**src/rtl/intr_pkg.sv**
```systemverilog
// Shared definitions for the machine-mode interrupt controller: CSR map,
// mcause codes, status bit positions and the request FSM encoding.
package intr_pkg;

  localparam logic [11:0] CSR_MSTATUS     = 12'h300;
  localparam logic [11:0] CSR_MIE         = 12'h304;
  localparam logic [11:0] CSR_MTVEC       = 12'h305;
  localparam logic [11:0] CSR_MEPC        = 12'h341;
  localparam logic [11:0] CSR_MCAUSE      = 12'h342;
  localparam logic [11:0] CSR_MTIMECMP_LO = 12'h7C0;
  localparam logic [11:0] CSR_MTIMECMP_HI = 12'h7C1;
  localparam logic [11:0] CSR_MTIME_LO    = 12'h7C2;
  localparam logic [11:0] CSR_MTIME_HI    = 12'h7C3;

  localparam logic [31:0] MCAUSE_EXT = 32'h8000_000B;
  localparam logic [31:0] MCAUSE_TMR = 32'h8000_0007;

  localparam int MSTATUS_MIE_BIT  = 3;
  localparam int MSTATUS_MPIE_BIT = 7;
  localparam int MIE_MTIE_BIT     = 7;
  localparam int MIE_MEIE_BIT     = 11;

  typedef enum logic [1:0] {
    IDLE    = 2'd0,
    REQ     = 2'd1,
    HANDLER = 2'd2
  } intr_state_e;

  // The four timer CSRs occupy one aligned block of four addresses.
  function automatic logic is_timer_addr(input logic [11:0] addr);
    return addr[11:2] == CSR_MTIMECMP_LO[11:2];
  endfunction

endpackage

```
**src/rtl/intr_ctrl_if.sv**
```systemverilog
// Pipeline-facing bundle of the interrupt controller: hazard-unit handshake,
// redirect PCs and the WB-stage CSR port.
interface intr_ctrl_if #(
  parameter int XLEN = 32
);
  logic            interrupt_req;
  logic            interrupt_taken;
  logic            mret_taken;
  logic [XLEN-1:0] epc_in;
  logic [XLEN-1:0] trap_pc;
  logic [XLEN-1:0] mret_pc;
  logic            csr_we;
  logic [11:0]     csr_addr;
  logic [XLEN-1:0] csr_wdata;
  logic [XLEN-1:0] csr_rdata;

  modport master (
    output interrupt_taken, mret_taken, epc_in, csr_we, csr_addr, csr_wdata,
    input  interrupt_req, trap_pc, mret_pc, csr_rdata
  );

  modport slave (
    input  interrupt_taken, mret_taken, epc_in, csr_we, csr_addr, csr_wdata,
    output interrupt_req, trap_pc, mret_pc, csr_rdata
  );
endinterface

```
**src/rtl/intr_timer.sv**
```systemverilog
// 64-bit free-running mtime with a writable mtimecmp; raises MTIP while
// mtime >= mtimecmp. Instantiated only when INTR_TIMER_EN is defined.
module intr_timer
  import intr_pkg::*;
(
  input  logic        clk,
  input  logic        rst,
  input  logic        csr_we,
  input  logic [11:0] csr_addr,
  input  logic [31:0] csr_wdata,
  output logic [31:0] rdata,
  output logic        mtip
);

  logic [63:0] mtime_q;
  logic [63:0] mtimecmp_q;

  // NOTE: reset here is synchronous -- it is just the highest-priority branch
  // inside the clocked block, so it only takes effect on a rising edge.
  always_ff @(posedge clk) begin
    if (rst) begin
      mtime_q    <= '0;
      mtimecmp_q <= '1;
    end else begin
      mtime_q <= mtime_q + 64'd1;
      if (csr_we && csr_addr == CSR_MTIMECMP_LO) mtimecmp_q[31:0]  <= csr_wdata;
      if (csr_we && csr_addr == CSR_MTIMECMP_HI) mtimecmp_q[63:32] <= csr_wdata;
    end
  end

  always_comb begin
    rdata = '0;
    case (csr_addr)
      CSR_MTIMECMP_LO: rdata = mtimecmp_q[31:0];
      CSR_MTIMECMP_HI: rdata = mtimecmp_q[63:32];
      CSR_MTIME_LO:    rdata = mtime_q[31:0];
      CSR_MTIME_HI:    rdata = mtime_q[63:32];
      default:         rdata = '0;
    endcase
  end

  assign mtip = mtime_q >= mtimecmp_q;

endmodule

```
**src/rtl/intr_ctrl.sv**
```systemverilog
// Machine-mode interrupt controller: CSRs, source arbitration and the
// IDLE/REQ/HANDLER handshake with the hazard unit. Timer: `define INTR_TIMER_EN.
module intr_ctrl
  import intr_pkg::*;
#(
  parameter int              XLEN        = 32,
  parameter logic [XLEN-1:0] MTVEC_RESET = 32'h0000_0100
) (
  input  logic        clk,
  input  logic        rst,
  input  logic        ext_irq,
  intr_ctrl_if.slave  bus
);

  intr_state_e     state_q, state_d;
  logic            req_q, req_d;
  logic            mie_q, mpie_q;
  logic            meie_q, mtie_q;
  logic [XLEN-1:0] mtvec_q, mepc_q, mcause_q, cause_lat_q;
  logic            mtip;
  logic [31:0]     timer_rdata;

`ifdef INTR_TIMER_EN
  intr_timer u_timer (
    .clk       (clk),
    .rst       (rst),
    .csr_we    (bus.csr_we),
    .csr_addr  (bus.csr_addr),
    .csr_wdata (bus.csr_wdata[31:0]),
    .rdata     (timer_rdata),
    .mtip      (mtip)
  );
`else
  assign mtip        = 1'b0;
  assign timer_rdata = '0;
`endif

  logic meip_en, mtip_en, fire, take, mret_apply;
  assign meip_en    = ext_irq & meie_q;
  assign mtip_en    = mtip & mtie_q;
  assign fire       = mie_q & (meip_en | mtip_en);
  assign take       = (state_q == REQ) & bus.interrupt_taken;
  assign mret_apply = bus.mret_taken & ~take;

  // Trap entry owns mstatus/mepc/mcause in the taken cycle; other CSRs still write.
  logic wr_mstatus, wr_mie, wr_mtvec, wr_mepc, wr_mcause;
  assign wr_mstatus = bus.csr_we & (bus.csr_addr == CSR_MSTATUS) & ~take;
  assign wr_mie     = bus.csr_we & (bus.csr_addr == CSR_MIE);
  assign wr_mtvec   = bus.csr_we & (bus.csr_addr == CSR_MTVEC);
  assign wr_mepc    = bus.csr_we & (bus.csr_addr == CSR_MEPC) & ~take;
  assign wr_mcause  = bus.csr_we & (bus.csr_addr == CSR_MCAUSE) & ~take;

  // NOTE: every output of this block gets a default first so no path leaves a
  // value unassigned -- otherwise synthesis infers a latch.
  always_comb begin
    state_d = state_q;
    req_d   = req_q;
    case (state_q)
      IDLE: if (fire) begin
        state_d = REQ;
        req_d   = 1'b1;
      end
      REQ: if (take) begin
        state_d = HANDLER;
        req_d   = 1'b0;
      end else if (!fire) begin
        state_d = IDLE;
        req_d   = 1'b0;
      end
      HANDLER: if (bus.mret_taken) state_d = IDLE;
      default: begin
        state_d = IDLE;
        req_d   = 1'b0;
      end
    endcase
  end

  // NOTE: clocked state uses non-blocking assignment so every register samples
  // the pre-edge values regardless of statement order.
  always_ff @(posedge clk) begin
    if (rst) begin
      state_q <= IDLE;
      req_q   <= 1'b0;
    end else begin
      state_q <= state_d;
      req_q   <= req_d;
    end
  end

  always_ff @(posedge clk) begin
    if (rst) begin
      mie_q       <= 1'b0;
      mpie_q      <= 1'b0;
      meie_q      <= 1'b0;
      mtie_q      <= 1'b0;
      mtvec_q     <= MTVEC_RESET;
      mepc_q      <= '0;
      mcause_q    <= '0;
      cause_lat_q <= '0;
    end else begin
      if (state_q == IDLE && fire)
        cause_lat_q <= meip_en ? XLEN'(MCAUSE_EXT) : XLEN'(MCAUSE_TMR);

      if (take) begin
        mpie_q   <= mie_q;
        mie_q    <= 1'b0;
        mepc_q   <= bus.epc_in & ~XLEN'(3);
        mcause_q <= cause_lat_q;
      end else if (mret_apply) begin
        mie_q  <= mpie_q;
        mpie_q <= 1'b1;
      end else if (wr_mstatus) begin
        mie_q  <= bus.csr_wdata[MSTATUS_MIE_BIT];
        mpie_q <= bus.csr_wdata[MSTATUS_MPIE_BIT];
      end

      if (wr_mie) begin
        meie_q <= bus.csr_wdata[MIE_MEIE_BIT];
        mtie_q <= bus.csr_wdata[MIE_MTIE_BIT];
      end
      if (wr_mtvec)  mtvec_q  <= bus.csr_wdata;
      if (wr_mepc)   mepc_q   <= bus.csr_wdata;
      if (wr_mcause) mcause_q <= bus.csr_wdata;
    end
  end

  always_comb begin
    bus.csr_rdata = '0;
    case (bus.csr_addr)
      CSR_MSTATUS: begin
        bus.csr_rdata[MSTATUS_MIE_BIT]  = mie_q;
        bus.csr_rdata[MSTATUS_MPIE_BIT] = mpie_q;
      end
      CSR_MIE: begin
        bus.csr_rdata[MIE_MEIE_BIT] = meie_q;
        bus.csr_rdata[MIE_MTIE_BIT] = mtie_q;
      end
      CSR_MTVEC:  bus.csr_rdata = mtvec_q;
      CSR_MEPC:   bus.csr_rdata = mepc_q;
      CSR_MCAUSE: bus.csr_rdata = mcause_q;
      default: if (is_timer_addr(bus.csr_addr)) bus.csr_rdata = XLEN'(timer_rdata);
    endcase
  end

  assign bus.interrupt_req = req_q;
  assign bus.trap_pc       = mtvec_q & ~XLEN'(3);
  assign bus.mret_pc       = mepc_q;

endmodule

```
**src/flat_wrapper.sv**
```systemverilog
// flat-port wrapper written by rule: the top's interface ports become plain ports
module intr_ctrl_flat import intr_pkg::*;
#(
  parameter int              XLEN        = 32,
  parameter logic [XLEN-1:0] MTVEC_RESET = 32'h0000_0100
)
  (clk, rst, ext_irq, bus_interrupt_taken, bus_mret_taken, bus_epc_in, bus_csr_we, bus_csr_addr, bus_csr_wdata, bus_interrupt_req, bus_trap_pc, bus_mret_pc, bus_csr_rdata);
  intr_ctrl_if #(.XLEN(XLEN)) bus_i ();
  input  logic clk;
  input  logic rst;
  input  logic ext_irq;
  input wire logic [$bits(bus_i.interrupt_taken)-1:0] bus_interrupt_taken;
  input wire logic [$bits(bus_i.mret_taken)-1:0] bus_mret_taken;
  input wire logic [$bits(bus_i.epc_in)-1:0] bus_epc_in;
  input wire logic [$bits(bus_i.csr_we)-1:0] bus_csr_we;
  input wire logic [$bits(bus_i.csr_addr)-1:0] bus_csr_addr;
  input wire logic [$bits(bus_i.csr_wdata)-1:0] bus_csr_wdata;
  output wire logic [$bits(bus_i.interrupt_req)-1:0] bus_interrupt_req;
  output wire logic [$bits(bus_i.trap_pc)-1:0] bus_trap_pc;
  output wire logic [$bits(bus_i.mret_pc)-1:0] bus_mret_pc;
  output wire logic [$bits(bus_i.csr_rdata)-1:0] bus_csr_rdata;
  assign bus_i.interrupt_taken = bus_interrupt_taken;
  assign bus_i.mret_taken = bus_mret_taken;
  assign bus_i.epc_in = bus_epc_in;
  assign bus_i.csr_we = bus_csr_we;
  assign bus_i.csr_addr = bus_csr_addr;
  assign bus_i.csr_wdata = bus_csr_wdata;
  assign bus_interrupt_req = bus_i.interrupt_req;
  assign bus_trap_pc = bus_i.trap_pc;
  assign bus_mret_pc = bus_i.mret_pc;
  assign bus_csr_rdata = bus_i.csr_rdata;
  intr_ctrl #(.XLEN(XLEN), .MTVEC_RESET(MTVEC_RESET)) u_core (.clk(clk), .rst(rst), .ext_irq(ext_irq), .bus(bus_i));
endmodule
```
**config.mk**
```make
export PLATFORM = sky130hd
export DESIGN_NAME = intr_ctrl_flat
export DESIGN_NICKNAME = d
export VERILOG_FILES = /design/src/rtl/intr_pkg.sv /design/src/rtl/intr_ctrl_if.sv /design/src/rtl/intr_timer.sv /design/src/rtl/intr_ctrl.sv /design/src/flat_wrapper.sv
export SDC_FILE = /design/constraint.sdc
export NUM_CORES = 1
export LEC_CHECK = 0
export ABC_AREA = 1
export BUFFER_PORTS_ARGS = -buffer_cell sky130_fd_sc_hd__buf_2
export CORE_ASPECT_RATIO = 1.1
export CORE_UTILIZATION = 40
export CTS_CLUSTER_SIZE = 25
export DETAILED_ROUTE_END_ITERATION = 10
export GPL_ROUTABILITY_DRIVEN = 0
export PLACE_DENSITY = 0.76
export RECOVER_POWER = 100
export SLEW_MARGIN = 10
export SYNTH_ARGS = -nofsm -noshare
export SYNTH_HDL_FRONTEND = slang
export SYNTH_SLANG_ARGS = --single-unit
```
**constraint.sdc**
```tcl
create_clock -name clk -period 2.34 [get_ports clk]
set_clock_uncertainty 0.1 [all_clocks]
set_input_delay 0.351 -clock clk [delete_from_list [all_inputs] [get_ports clk]]
set_output_delay 0.351 -clock clk [all_outputs]
set_load 0.02 [all_outputs]
```
# == After elaboration in Yosys (flattened, before gate mapping) ==
# Index checks and enable logic that the tools add are counted.
# totals
register_bits,135
in_bits,82
out_inout_bits,97
word_cells,69
# classes
eq_ne,10
mux,26
bitwise_logic,14
n_reduce_logical,9
# op_table
op,n
32-bit 2-to-1 mux,4
12-bit by 10-bit == test with 1-bit output (second input constant),5
20-bit case mux with 3 select lines,1
3-bit case mux with 3 select lines,3
1-bit bitwise AND,12
1-bit 2-to-1 mux,8
2-bit 2-to-1 mux,4
1-bit case mux with 4 select lines,2
2-bit case mux with 3 select lines,1
3-bit AND reduction,2
2-bit nonzero test,3
1-bit case mux with 5 select lines,1
4-bit 2-to-1 mux,1
3-bit != test (second input constant),1
1-bit case mux with 3 select lines,1
3-bit nonzero test,1
2-bit by 1-bit == test with 1-bit output (second input constant),1
2-bit == test (second input constant),1
2-bit logical NOT,1
2-bit by 1-bit != test with 1-bit output (second input constant),1
2-bit != test (second input constant),1
1-bit inverter,2
2-bit OR reduction,1
1-bit logical AND,1

# == Depth between registers and ports, before layout ==
# Gate-level depths: netlist of the first run.
# logic_depth
ltp_word,7
depth_mapped,11
ltp_nobuf,10

# == Worst setup path after synthesis of the first run ==
# No wires, ideal clock.
# synth_timing
kind,input to output
start,input port bus_csr_addr[11]
end,output port bus_csr_rdata[12]
t_arrival_ns,1.514
t_required_ns,1.889
path_slack_ns,0.375
cell_stages,7
n_path_buf,2
cell_sequence,nor2_1 -> nand2_2 -> nor2_4 -> buf_6 -> nand2_2 -> buf_2 -> o211ai_1
# synth_between
elab_chain_cells,2
word_cells_on_any_way,4
classes_between,3 x eq/ne; 1 x mux
# synth_rtl
element,line,rtl
start: declaration,flat_wrapper.sv:16,input wire logic [$bits(bus_i.csr_addr)-1:0] bus_csr_addr;
12-bit by 10-bit == test with 1-bit output,intr_ctrl.sv:129,case (bus.csr_addr)
20-bit case mux with 3 select lines *,intr_ctrl.sv:129,
end: declaration,flat_wrapper.sv:21,output wire logic [$bits(bus_i.csr_rdata)-1:0] bus_csr_rdata;
# Every way passes the cells marked *; elsewhere a longest branch is shown, timed or not.

# == Worst setup path after layout of the first run ==
# layout_timing
start,input port bus_csr_addr[11]
end,output port bus_csr_rdata[2]
# layout_between
elab_chain_cells,2
word_cells_on_any_way,4
classes_between,3 x eq/ne; 1 x mux
# layout_rtl
element,line
12-bit by 10-bit == test with 1-bit output,intr_ctrl.sv:129
3-bit case mux with 3 select lines *,intr_ctrl.sv:129
# Marks and branches as above.

==> results of run 1 <==
==> metal layers <==
metal,global-route usage,wire length [µm],up-vias
met2,0.4089,8313,287
li1,-,-,2955
met1,0.3234,7684,2725
met5,0,0,-
met3,0.02984,1336,32
met4,0.09702,396,0
==> cells in the mapped netlist (all sizes together) <==
cell type,count
a2111oi,1
a21oi,37
and2,1
and3,2
buf,68
clkbuf,20
conb,1
dfxtp,106
inv,59
nand2,191
nand3,73
nand3b,3
nand4,35
nor2,138
nor2b,1
nor3,32
o211ai,27
o21ai,38
o221ai,2
==> worst register-to-register path, delay by kind of cell (launching register included) <==
family                 cells  cell delay (ps)
and+or+nand+nor            4              560
buffers and inverters      4              850
AOI/OAI and AO/OA          1              150
DFF                        1              390
==> power breakdown <==
| group | internal [mW] | total (mW) | leakage [nW] | switching, mW |
|---|---|---|---|---|
| sequential | 1.80 | 1.81 | 0.854 | 0.00222 |
| clock | 0.740 | 1.48 | 0.135 | 0.738 |
| combinational | 0.0692 | 0.206 | 1.78 | 0.137 |
| total | 2.61 | 3.49 | 2.77 | 0.877 |
==> state kept, by name, summed over array words and instances, names as in the netlist <==
signal,cells
u_core.mcause_q,32
u_core.state_q,2
u_core.mie_q,1
u_core.mtvec_q,32
u_core.mtie_q,1
u_core.cause_lat_q,3
u_core.mpie_q,1
u_core.bus.interrupt_req,1
u_core.meie_q,1
u_core.bus.mret_pc,32
==> through the flow <==
stage	instance area [µm²]	setup slack [ps]
global placement	6454	180.9
CTS	6741	156.5
floorplan	5594	374.9
detailed placement	6454	147.6
finish	6608	108.7
global route	6608	33.85
==> worst max path at each step <==
stage,start,to,slack [ps]
after floorplan,bus_csr_addr[11],bus_csr_rdata[12],370
after global placement,bus_csr_addr[11],u_core.mcause_q[3],180
after detailed placement,bus_csr_addr[11],u_core.mcause_q[3],150
after CTS,bus_csr_addr[11],bus_csr_rdata[2],160
after global routing,u_core.state_q[1],u_core.mcause_q[22],30
final,bus_csr_addr[11],bus_csr_rdata[2],110
==> cell families (layout without fill, tap and decap cells) <==
logic type / Yosys count / in the layout / share of synthesized area
DFF: 106 / 106 / 0.3796
buffers and inverters: 147 / 281 / 0.1352
and+or+nand+nor: 476 / 476 / 0.3765
AOI/OAI and AO/OA: 105 / 105 / 0.1081
other: 1 / 2 / 0.0006708
==> area by class of cell <==
type	count	area, µm²	area share
multi-input combinational	583	2694	0.4077
sequential	106	2122	0.3212
timing repair buffer	206	1052	0.1593
tap	184	230.2	0.03484
clock buffer	9	225.2	0.03408
inverter	59	221.5	0.03352
clock inverter	7	62.56	0.009468
==> results.tsv, run 1 <==
stage	metric	value	unit
synth	dominant cell type by area after synthesis	sky130_fd_sc_hd__dfxtp_1	
global_routing	largest net degree at the start of global routing	52	
detailed_routing	number of vias in the routed layout	5999	
critical_path	Crit. End Element	primary output	
synth	Unique masters post-synth	30	
job	maximum capacitance violations	0	
clock_network	Root Driver	sky130_fd_sc_hd__clkbuf_16	
place	Buffers on Ports	174	
clock_network	hold bufs inserted after CTS	0	
detailed_routing	average vias per placed instance	5.198	
clock_network	number of gates given a new drive strength after cts	0	
clock_network	Num Clock Sinks	106	
synth	Mapped Cells	835	
cells_and_area	Final Core Density	0.4919	
timing	minimum period implied by the final worst setup slack	2231	ps
critical_path	Crit path buffers/inverters	3	
global_routing	initial antenna violation count	0	
detailed_routing	TritonRoute pass-1 iters	5	
cells_and_area	fin nets	1047	
synth	share of the yosys chip area belonging to registers	0.3796	
timing	portion of the clock cycle consumed by the worst path in the final layout	0.9535	
power_and_ir_drop	PwrDens	528.2	mW/mm²
cells_and_area	highest-count cells in the layout ignoring fill and taps	sky130_fd_sc_hd__nand2_1 (189), sky130_fd_sc_hd__nor2_1 (133), sky130_fd_sc_hd__dfxtp_1 (106)	
detailed_routing	DRC errors left	0	
clock_network	source-to-sink clock delay at the later pin of the worst-skew pair	340	ps
cells_and_area	most common cell after layout, fill and taps aside	sky130_fd_sc_hd__nand2_1	
synth	cells taking the most area after synthesis	sky130_fd_sc_hd__dfxtp_1 (38%), sky130_fd_sc_hd__nand2_1 (13%), sky130_fd_sc_hd__nor2_1 (8.9%), sky130_fd_sc_hd__nand3_1 (6.1%), sky130_fd_sc_hd__buf_4 (4.8%)	
power_and_ir_drop	leakage dissipation	2.773	nW
cells_and_area	signed area change from the synthesized netlist to the final layout	18.20	%
synth	mean instance size in the synthesized netlist	6.695	µm²
cells_and_area	fin cells	1154	
global_routing	wire length of the first global-routing pass	27.63	mm
place	post-placement cell count	1138	
synth	area fraction of the dominant cell type after synthesis	0.3796	
timing	Max-Slew Margin vs Limit	0.4290	
timing	Worst Tran Pin Value	856.5	ps
cells_and_area	share of cells above drive strength 1	0.1608	
global_routing	total gr overflow	0	
floorplan	Die Outline Area	0.01445	mm²
critical_path	worst r2r path cells	9	
floorplan	Horiz. Die Dim	114.7	µm
timing	Hold Slack	152.6	ps
floorplan	row count	44	
floorplan	floorplan die height	126.0	µm
timing	Max Fclk	448.2	MHz
critical_path	reg2reg end	u_core.mcause_q[21]	
cells_and_area	number of fill cells	1466	
critical_path	Critical-path top delay cell	sky130_fd_sc_hd__o221ai_1	
critical_path	Max FO, Critical Path	12	
critical_path	required time at the worst-slack endpoint	1890	ps
power_and_ir_drop	largest vdd supply drop	290.9	µV
timing	setup repair after global routing missed its margin	no	
min_path	hold path endpoint	u_core.state_q[0]	
detailed_routing	total detailed-routing wirelength	17.73	mm
timing	Post-Route Setup TNS	0	ps
run_status	outcome	completed	
floorplan	total I/O pin count	179	
timing	Hold Vio Cnt, Final	0	
global_routing	number of global-route vias before repair	5406	
detailed_routing	post-detailed-route count of antenna-violating nets	0	
global_routing	all-layer global routing usage	0.2461	
clock_network	clock tree from TritonCTS	yes	
critical_path	CP Cell Sequence	buf_2 -> nor2_1 -> nand2_1 -> nor2_4 -> nand2_2 -> buf_4 -> o221ai_1 -> clkbuf_2	
critical_path	delay of the slowest cell on the worst path	280	ps
min_path	class of the tightest hold or removal check	in -> reg	
min_path	launch instance of the worst min-delay path	bus_interrupt_taken	
detailed_routing	wire length per cell after detailed routing	15.36	µm
critical_path	top cell family by delay on the critical path	simple AND/OR/NAND/NOR gates	
cells_and_area	number of antenna repair diodes	0	
min_path	instance count along the most critical hold path	2	
timing	final setup vio count	0	
critical_path	data arrival time at the worst-slack endpoint	1780	ps
critical_path	startpoint type of the worst setup path	primary input	
floorplan	initial standard-cell utilization of the core	0.4162	
clock_network	clock transition at the registers of the reported paths	70	ps
timing	number of pins with negative max-slew slack in the final report	0	
clock_network	CTS Buffer Depth	2	
power_and_ir_drop	sum of internal, switching and leakage power	3.490	mW
clock_network	post-CTS setup repair buffer count	0	
clock_network	CTS HTree Levels	3	
detailed_routing	number of DRC markers in iteration 0	522	
floorplan	core area	0.01343	mm²
critical_path	number of gates on the worst path with buffers counted	8	
critical_path	R2R Path Start	u_core.state_q[1]	
clock_network	number of clock buffers inserted by TritonCTS	9	
synth	number of register bits inferred by synthesis	106	
synth	Warnings, synthesis	0	
critical_path	register-to-register setup slack	230	ps
place	Final HPWL DP	12.58	mm
critical_path	CP Class	in -> out	
synth	Synth Cell Area	0.005590	mm²
Note: power is estimated with default switching activity, not from simulation.
==> inputs of run 2 (changes only) <==
--- a/config.mk
+++ b/config.mk
@@ -12,7 +12,7 @@
 export CTS_CLUSTER_SIZE = 25
 export DETAILED_ROUTE_END_ITERATION = 10
 export GPL_ROUTABILITY_DRIVEN = 0
-export PLACE_DENSITY = 0.76
+export PLACE_DENSITY = 0.73
 export RECOVER_POWER = 100
 export SLEW_MARGIN = 10
 export SYNTH_ARGS = -nofsm -noshare
==> run 2 against run 1 <==
Clock-buffer cell count rose by 1. Clock power rose by 14%. Worst hold slack worse by 18 ps. Critical path depth increased by 1. Combinational power increased by 2%. Die area did not move. Core utilization hardly changed. Maximum frequency is 1.1% lower. Global-route usage rose by 0.74 points. Register-to-register slack got worse by 150 ps. Routed wire length is 3.6% higher. Setup slack got worse by 25 ps. Highest routed layer unchanged.
==> results.tsv, run 2 (synthesized netlist as in run 1, its figures left out) <==
stage	metric	value	unit	change
run_status	outcome	completed		unchanged
critical_path	data arrival time at the worst-slack endpoint	2440	ps	was 1780 ps
timing	number of pins with negative max-slew slack in the final report	0		unchanged
timing	setup repair after global routing missed its margin	no		unchanged
power_and_ir_drop	largest vdd supply drop	448.5	µV	was 290.9 µV
global_routing	number of global-route vias before repair	5485		was 5406
timing	Max Fclk	443.3	MHz	was 448.2 MHz
global_routing	met2 Use GR	0.4292		was 0.4089
clock_network	Num Clock Sinks	106		unchanged
place	Post-DP Area	0.006446	mm²	was 0.006454 mm²
power_and_ir_drop	leakage dissipation	2.748	nW	was 2.773 nW
power_and_ir_drop	internal power component	2.846	mW	was 2.614 mW
global_routing	M1 GR Usage	0.3291		was 0.3234
clock_network	number of gates given a new drive strength after cts	0		unchanged
cells_and_area	highest-count cells in the layout ignoring fill and taps	sky130_fd_sc_hd__nand2_1 (187), sky130_fd_sc_hd__nor2_1 (133), sky130_fd_sc_hd__dfxtp_1 (106)		was sky130_fd_sc_hd__nand2_1 (189), sky130_fd_sc_hd__nor2_1 (133), sky130_fd_sc_hd__dfxtp_1 (106)
detailed_routing	total detailed-routing wirelength	18.37	mm	was 17.73 mm
floorplan	row count	44		unchanged
min_path	class of the tightest hold or removal check	in -> reg		unchanged
power_and_ir_drop	combinational group share of total power	0.057		was 0.059
clock_network	post-CTS setup repair buffer count	0		unchanged
timing	Max-Slew Margin vs Limit	0.4122		was 0.4290
floorplan	initial standard-cell utilization of the core	0.4162		unchanged
timing	final setup vio count	0		unchanged
clock_network	CTS HTree Levels	3		unchanged
detailed_routing	number of DRC markers in iteration 0	592		was 522
place	Buffers on Ports	174		unchanged
detailed_routing	post-detailed-route count of antenna-violating nets	0		unchanged
cells_and_area	most common cell after layout, fill and taps aside	sky130_fd_sc_hd__nand2_1		unchanged
detailed_routing	TritonRoute pass-1 iters	6		was 5
clock_network	number of clock buffers inserted by TritonCTS	9		unchanged
floorplan	floorplan die height	126.0	µm	unchanged
detailed_routing	DRC errors left	0		unchanged
critical_path	Crit. End Element	flop		was primary output
detailed_routing	wire length per cell after detailed routing	15.94	µm	was 15.36 µm
timing	Post-Route Setup TNS	0	ps	unchanged
global_routing	total gr overflow	0		unchanged
detailed_routing	average vias per placed instance	5.272		was 5.198
floorplan	total I/O pin count	179		unchanged
place	Final HPWL DP	12.62	mm	was 12.58 mm
global_routing	initial antenna violation count	0		unchanged
clock_network	clock transition at the registers of the reported paths	70	ps	about the same
power_and_ir_drop	part of the power in the clock network	0.454		was 0.423
clock_network	Root Driver	sky130_fd_sc_hd__clkbuf_16		unchanged
cells_and_area	number of antenna repair diodes	0		unchanged
power_and_ir_drop	switch share	0.2294		was 0.2512
critical_path	required time at the worst-slack endpoint	2520	ps	was 1890 ps
clock_network	CTS Buffer Depth	2		unchanged
global_routing	wire length of the first global-routing pass	28.29	mm	was 27.63 mm
critical_path	startpoint type of the worst setup path	flop		was primary input
detailed_routing	number of vias in the routed layout	6073		was 5999
timing	Worst Tran Pin Value	880.7	ps	was 856.5 ps
power_and_ir_drop	Net Sw Power	0.8471	mW	was 0.8767 mW
clock_network	source-to-sink clock delay at the later pin of the worst-skew pair	350	ps	was 340 ps
cells_and_area	signed area change from the synthesized netlist to the final layout	18.24	%	was 18.20%
power_and_ir_drop	sum of internal, switching and leakage power	3.693	mW	was 3.490 mW
power_and_ir_drop	Sequential Power Share	0.489		was 0.518
global_routing	peak-usage layer in the global routing report	met2		unchanged
cells_and_area	post-route design area	0.006610	mm²	was 0.006608 mm²
clock_network	clock tree from TritonCTS	yes		unchanged
cells_and_area	fin nets	1046		was 1047
floorplan	Horiz. Die Dim	114.7	µm	unchanged
power_and_ir_drop	PwrDens	558.7	mW/mm²	was 528.2 mW/mm²
clock_network	hold bufs inserted after CTS	0		unchanged
timing	Hold Vio Cnt, Final	0		unchanged
timing	portion of the clock cycle consumed by the worst path in the final layout	0.9641		was 0.9535
global_routing	global routing met3 resource utilization	0.02936		was 0.02984
floorplan	core area	0.01343	mm²	unchanged
cells_and_area	share of cells above drive strength 1	0.1477		was 0.1608
critical_path	Max FO, Critical Path	19		was 12
critical_path	CP Class	reg -> reg		was in -> out
floorplan	Die Outline Area	0.01445	mm²	unchanged
job	maximum capacitance violations	0		unchanged
timing	minimum period implied by the final worst setup slack	2256	ps	was 2231 ps
global_routing	largest net degree at the start of global routing	56		was 52
global_routing	all-layer global routing usage	0.2535		was 0.2461
==> run 2: cell types whose count changed in the layout (fill, tap and decap cells not counted), sizes merged <==
cell and delta:
bufinv +2, clkinv -3, clkinvlp -1, clkbuf +5, buf -5
==> run 2: path summary, 6_finish.rpt <==
check                                    startpoint                     to  slack, ps  cells past startpoint
worst max-delay path              u_core.state_q[1]  u_core.bus.mret_pc[2]         80                      9
worst max register to register    u_core.state_q[1]  u_core.bus.mret_pc[2]         80                      9
worst min-delay path            bus_interrupt_taken      u_core.state_q[0]        130                      2
worst min register to register        u_core.mtie_q          u_core.mtie_q        350                      2
==> run 2: power by group through the flow <==
stage / sequential, mW / clock [mW] / combinational, mW
floorplan: 1.85 / 0 / 0.0841
global placement: 1.85 / 0 / 0.211
detailed placement: 1.85 / 0 / 0.211
CTS: 1.81 / 1.69 / 0.212
global route: 1.81 / 1.76 / 0.226
finish: 1.81 / 1.68 / 0.211
==> run 2: layout make-up <==
class	instances	area, µm²
Clock inverter	5	85.08
Clock buffer	10	239.0
Multi-Input combinational cell	583	2694
Timing Repair Buffer	205	1018
Sequential cell	106	2122
Inverter	59	221.5
Tap cell	184	230.2
Fill cell	1480	6823
==> run 2: worst max-delay path, cell delays in order, from the launching register on <==
cell	delay (ps)
sky130_fd_sc_hd__dfxtp_1	380
sky130_fd_sc_hd__inv_1	80
sky130_fd_sc_hd__nand3_1	120
sky130_fd_sc_hd__nand2_1	60
sky130_fd_sc_hd__inv_1	520
sky130_fd_sc_hd__clkbuf_2	550
sky130_fd_sc_hd__nand4_1	140
sky130_fd_sc_hd__nand2_1	90
sky130_fd_sc_hd__nor2_1	50
sky130_fd_sc_hd__nor2_1	80
==> run 2: routing by layer <==
layer / routed length [µm] / vias to the layer above
met5: 0 / -
met4: 335 / 0
met3: 1466 / 22
met2: 8610 / 312
met1: 7953 / 2777
li1: - / 2962
==> run 2: stage by stage <==
stage          hold slack, ps    util  cells  worst slack, ps
6_report                134.5  0.4921   1152            84.04
5_1_grt                 143.0  0.4921   1152            2.991
4_1_cts                 145.1  0.5040   1152            157.6
3_5_place_dp            337.2  0.4799   1137            132.0
3_3_place_gp            331.4  0.4799   1137            161.9
2_1_floorplan           323.9       -    836            374.9
